<file path="src/rtl/rot_pkg.sv">
// Types and constants shared by the rotate command front-ends and the rotator-side wrapper.
package rot_pkg;

  localparam int ROT_W   = 32;
  localparam int SHIFT_W = 5;

  localparam logic DIR_LEFT  = 1'b0;
  localparam logic DIR_RIGHT = 1'b1;

  // Normalized rotate command as held in the queue: {dir, shift, data}.
  typedef struct packed {
    logic               dir;
    logic [SHIFT_W-1:0] shift;
    logic [ROT_W-1:0]   data;
  } rot_cmd_t;

endpackage

</file>
<file path="src/rtl/rot_amount_norm.sv">
// Converts a signed 6-bit rotate amount into a direction bit and a 5-bit shift.
module rot_amount_norm
  import rot_pkg::*;
#(
  parameter int CANON_LEFT = 0
) (
  input  logic [5:0]         amount_i,
  output logic               dir_o,
  output logic [SHIFT_W-1:0] shift_o
);

  logic [SHIFT_W-1:0] mag;

  always_comb begin
    // Negate in 7 bits so -32 is handled cleanly; only the low 5 bits matter.
    mag     = SHIFT_W'(7'd0 - {amount_i[5], amount_i});
    dir_o   = DIR_LEFT;
    shift_o = amount_i[SHIFT_W-1:0];
    if ((CANON_LEFT == 0) && amount_i[5]) begin
      dir_o   = DIR_RIGHT;
      shift_o = mag;
    end
  end

endmodule

</file>
<file path="src/rtl/rot_cmd_queue.sv">
// Command FIFO in front of the 32-bit rotator: normalizes signed amounts at push and
// presents the head entry as direct rotator drives under a valid/ready handshake.
module rot_cmd_queue
  import rot_pkg::*;
#(
  parameter int DEPTH      = 4,
  parameter int CANON_LEFT = 0
) (
  input  logic                     clk,
  input  logic                     rst_n,
  input  logic                     flush,
  input  logic                     cmd_valid,
  output logic                     cmd_ready,
  input  logic [31:0]              cmd_data,
  input  logic [5:0]               cmd_amount,
  output logic                     out_valid,
  input  logic                     out_ready,
  output logic [31:0]              out_data,
  output logic [4:0]               out_shift,
  output logic                     out_dir,
  output logic [$clog2(DEPTH):0]   count
);

  localparam int AW = $clog2(DEPTH);
  localparam int CW = AW + 1;

  rot_cmd_t        mem_q [DEPTH];
  logic [AW-1:0]   rd_ptr_q, rd_ptr_d;
  logic [AW-1:0]   wr_ptr_q, wr_ptr_d;
  logic [CW-1:0]   count_q, count_d;

  logic            norm_dir;
  logic [4:0]      norm_shift;
  rot_cmd_t        push_entry;
  rot_cmd_t        head;
  logic            push;
  logic            pop;

  rot_amount_norm #(
    .CANON_LEFT(CANON_LEFT)
  ) u_norm (
    .amount_i(cmd_amount),
    .dir_o   (norm_dir),
    .shift_o (norm_shift)
  );

  assign push_entry = '{dir: norm_dir, shift: norm_shift, data: cmd_data};

  // Ready depends on occupancy only, so a full queue never accepts in a pop cycle.
  assign cmd_ready = (count_q != CW'(DEPTH));
  assign out_valid = (count_q != '0);
  assign push      = cmd_valid && cmd_ready;
  assign pop       = out_valid && out_ready;

  always_comb begin
    rd_ptr_d = rd_ptr_q;
    wr_ptr_d = wr_ptr_q;
    count_d  = count_q;
    if (flush) begin
      rd_ptr_d = '0;
      wr_ptr_d = '0;
      count_d  = '0;
    end else begin
      if (push) wr_ptr_d = wr_ptr_q + AW'(1);
      if (pop)  rd_ptr_d = rd_ptr_q + AW'(1);
      case ({push, pop})
        2'b10:   count_d = count_q + CW'(1);
        2'b01:   count_d = count_q - CW'(1);
        default: count_d = count_q;
      endcase
    end
  end

  always_ff @(posedge clk or negedge rst_n) begin
    if (!rst_n) begin
      rd_ptr_q <= '0;
      wr_ptr_q <= '0;
      count_q  <= '0;
    end else begin
      rd_ptr_q <= rd_ptr_d;
      wr_ptr_q <= wr_ptr_d;
      count_q  <= count_d;
    end
  end

  // Storage carries no reset so it maps onto plain distributed/block memory.
  always_ff @(posedge clk) begin
    if (push && !flush) begin
      mem_q[wr_ptr_q] <= push_entry;
    end
  end

  assign head      = mem_q[rd_ptr_q];
  assign out_data  = head.data;
  assign out_shift = head.shift;
  assign out_dir   = head.dir;
  assign count     = count_q;

  a_count_bound : assert property (@(posedge clk) disable iff (!rst_n) count_q <= CW'(DEPTH));

endmodule

</file>
<file path="config.mk">
export PLATFORM = sky130hd
export DESIGN_NAME = rot_cmd_queue
export DESIGN_NICKNAME = d
export VERILOG_FILES = /design/src/rtl/rot_pkg.sv /design/src/rtl/rot_amount_norm.sv /design/src/rtl/rot_cmd_queue.sv
export SDC_FILE = /design/constraint.sdc
export NUM_CORES = 1
export LEC_CHECK = 0
export BUFFER_PORTS_ARGS = -buffer_cell sky130_fd_sc_hd__clkbuf_2
export CAP_MARGIN = 40
export CORE_MARGIN = 2
export CORE_UTILIZATION = 55
export CTS_BUF_LIST = sky130_fd_sc_hd__clkbuf_8
export DETAILED_ROUTE_END_ITERATION = 10
export GPL_ROUTABILITY_DRIVEN = 0
export PLACE_DENSITY = 0.77
export RECOVER_POWER = 50
export SLEW_MARGIN = 20
export SYNTH_ARGS = -nofsm -noshare
export SYNTH_HDL_FRONTEND = slang
export SYNTH_HIERARCHICAL = 1
export SYNTH_SLANG_ARGS = --single-unit
</file>
<file path="constraint.sdc">
create_clock -name clk -period 3.2 [get_ports clk]
set_input_delay 0.48 -clock clk [delete_from_list [all_inputs] [get_ports clk]]
set_output_delay 0.48 -clock clk [all_outputs]
set_load 0.005 [all_outputs]
</file>
==> metrics.md <==
| Metric | Value |
|---|---|
| Status | `complete, no violations` |
| Syn Inst Count | `280` |
| Delay-heaviest family, CP | `simple AND/OR/NAND/NOR gates` |
| Total chip power | `about 4.2 mW` |
| WL final | `between 10 and 15 mm` |
| Synth Register Bits | `approximately 160` |
| DIE AREA | `~0.012 mm²` |
| Slew Viols, Final | `0` |
| CTS tree | `yes` |
| CTS sink cnt | `between 150 and 200` |
| Most common cell after layout, fill and taps aside | `edfxtp_1` |
| Synthesized area per cell | `22.0 µm²` |
| CTS H-Tree Depth | `4` |
| Worst slew pin tran | `0.596 ns` |
| Post-synth design cell area | `around 0.006 mm²` |
| CP bufs+invs | `0` |
| DP HPWL | `~6.5 mm` |
| CTS max path bufs | `2` |
| Cells along the critical path | `or3_1, and3_1, fa_1, or3b_2, o21ai_0, a32oi_1, a21oi_1` |
| Layout cells sized above 1 | `33.2%` |
| Number of warnings issued by yosys | `6` |
| Latest clock arrival within the worst-skew pair | `~0.42 ns` |
| Drt first pass iters | `4` |
| Met3 usage | `6.11%` |
| Slew margin rel. | `60.3%` |
| Starting density of the core | `a little under three fifths` |
| Busiest layer in global routing | `met2` |
| I/O Buffers | `85` |
| Lkg Pwr | `2.33 nW` |
| CTS buffer count | `17` |
| Global Route Usage Sum | `18.5%` |
| CTS root buf | `clkbuf_8` |
| CP startpoint kind | `flip-flop` |
| Period utilization | `78.7%` |
| Clock-pin slew on the worst setup and hold paths | `approximately 0.09 ns` |
| First-pass GRT wire length | `between 15 and 20 mm` |
| Final Setup Violations | `0` |
| Via count | `between 2,000 and 3,000` |
| Core area | `~0.011 mm²` |
| Avg WL per Cell | `roughly 19 µm` |
| DRC | `0` |
| Number of hold violations in the final report | `0` |
| # rows | `38` |
| CP required | `about 3.6 ns` |
| Largest net degree at the start of global routing | `23` |
| Fmax | `397 MHz` |
| Post-CTS Setup Repair Bufs | `0` |
| Met2 Usage GRT | `a little under a third` |
| Post-CTS sizing | `0` |
| Min Clock Period, post-route | `2.52 ns` |
| Ports | `86` |
| Setup_tns | `0 ns` |
| # diodes | `0` |
| Tightest Hold Check Type | `primary input to flip-flop` |
| CP max stage cell | `dfrtp_1` |
| Initial antenna violation count | `0` |
| Skew final | `around 0.012 ns` |
| Routed Antenna Nets | `0` |
| Commonest non-fill, non-tap cells in the layout | `edfxtp_1, clkbuf_2, mux4_2, clkbuf_1, clkbuf_8` |
| Synth cell types | `39` |
| Area Growth Syn to Fin | `15.4%` |
| Die span in x | `approximately 110 µm` |
| Arr. time, crit path | `roughly 2.9 ns` |
| Vias per cell | `roughly 5.5` |
| Unrepaired setup endpoints after global routing | `false` |
| 1st-iter DRT viols | `179` |
| Crit path max fanout | `12` |
| VDD IR max | `between 0.0003 and 0.0004 V` |
| R2R Setup Slk | `0.68 ns` |
| Max cap viols | `0` |
| Hold bufs inserted after CTS | `1` |
| Vias in the first global route | `about 3,000` |
| Grt total ovfl | `0` |
| # fillers | `716` |
| Endpoint class of the critical path | `flip-flop` |
| Crit Path Category | `flip-flop to flip-flop` |
| Critical path's largest stage delay | `0.51 ns` |
| GR Util met1 | `between 20 and 25%` |
| Post-Syn Nets | `329` |
| Nets@finish | `between 400 and 500` |
| Sequential area share after synthesis | `around three quarters` |
| Die H | `about 110 µm` |
| PwrDens | `~590 mW/mm²` |
power by group:
part / internal (mW) / switching [mW]
combinational: 0.249 / 0.239
sequential: 2.36 / 0.0386
clock: 0.624 / 0.715
state kept, by name, summed over array words and instances, names as in the netlist:
register	count
count	3
rd_ptr_q	2
mem_q	152
wr_ptr_q	2
worst paths after layout:
path / from / endpoint / cells after the start
worst max-delay path: count[0]$_DFFE_PN0P_ / count[2]$_DFFE_PN0P_ / 7
worst min-delay path: cmd_data[31] / mem_q[1][31]$_DFFE_PP_ / 1
worst max register to register: count[0]$_DFFE_PN0P_ / count[2]$_DFFE_PN0P_ / 7
worst min register to register: wr_ptr_q[1]$_DFFE_PN0P_ / wr_ptr_q[1]$_DFFE_PN0P_ / 2
max in group asynchronous: rst_n / rd_ptr_q[1]$_DFFE_PN0P_ / 2
min in group asynchronous: rst_n / count[1]$_DFFE_PN0P_ / 2
worst register-to-register path, stage by stage, from the launching register on:
cell     delay [ns]
dfrtp_1        0.51
or3_1          0.45
and3_1         0.22
fa_1           0.42
or3b_2         0.47
o21ai_0        0.17
a32oi_1        0.07
a21oi_1        0.13
cell families (layout without fill, tap and decap cells):
logic type / Yosys count / count (layout) / synth area share, %
DFF: 159 / 159 / 76.9
muxes: 38 / 38 / 13.9
and+or+nand+nor: 32 / 32 / 3.13
buffers and inverters: 22 / 131 / 1.89
AOI/OAI and AO/OA: 17 / 17 / 1.97
adders and majority gates: 6 / 6 / 1.34
xor gates and xnor gates: 6 / 6 / 0.853
synthesized netlist by cell type (all sizes together):
cell / number / share of area [%]
ha: 5 / 1.0
a221oi: 1 / 0.14
nor3b: 1 / 0.12
a21o: 1 / 0.12
a21oi: 4 / 0.32
fa: 1 / 0.32
inv: 6 / 0.37
clkbuf: 4 / 0.26
or3: 2 / 0.28
buf: 12 / 1.3
nand3: 2 / 0.16
o21ai: 3 / 0.24
edfxtp: 152 / 74
and3: 1 / 0.10
o311ai: 1 / 0.14
nor2: 5 / 0.35
nand3b: 2 / 0.24
nand4bb: 1 / 0.18
nand2: 8 / 0.53
a2111oi: 1 / 0.16
or3b: 2 / 0.32
nand2b: 3 / 0.30
dfrtp: 7 / 2.8
o22ai: 1 / 0.10
a32oi: 1 / 0.14
o211ai: 2 / 0.24
mux4: 38 / 14
xnor2: 3 / 0.43
and2: 4 / 0.41
o221ai: 1 / 0.14
or2b: 1 / 0.12
o31ai: 1 / 0.20
xor2: 3 / 0.43
final cells by class:
class / instances / area (µm²) / share of cell area, %
Sequential cell: 159 / 4740 / 66.7
Multi-Input combinational cell: 99 / 1290 / 18.2
Timing Repair Buffer: 93 / 503 / 7.08
Clock buffer: 17 / 234 / 3.29
Tap cell: 140 / 175 / 2.46
Clock inverter: 15 / 136 / 1.92
Inverter: 6 / 22.5 / 0.317
metal layers:
layer / vias to the layer above / share of wire [%]
li1: 1347 / -
met1: 1502 / 40
met2: 66 / 54
met3: 6 / 4.9
met4: 0 / 0.67
met5: - / 0
through the flow:
step,instances,setup WS (ns),util [%],instance area [µm²],hold slack (ns)
after floorplan,280,0.803,-,6160,0.184
after global placement,496,0.816,62.4,6790,0.325
after detailed placement,496,0.733,62.4,6790,0.328
after CTS,529,0.662,65.9,7170,0.244
after global routing,529,0.565,65.3,7110,0.291
final,529,0.682,65.3,7110,0.317
Power figures use the tool's default switching activity.
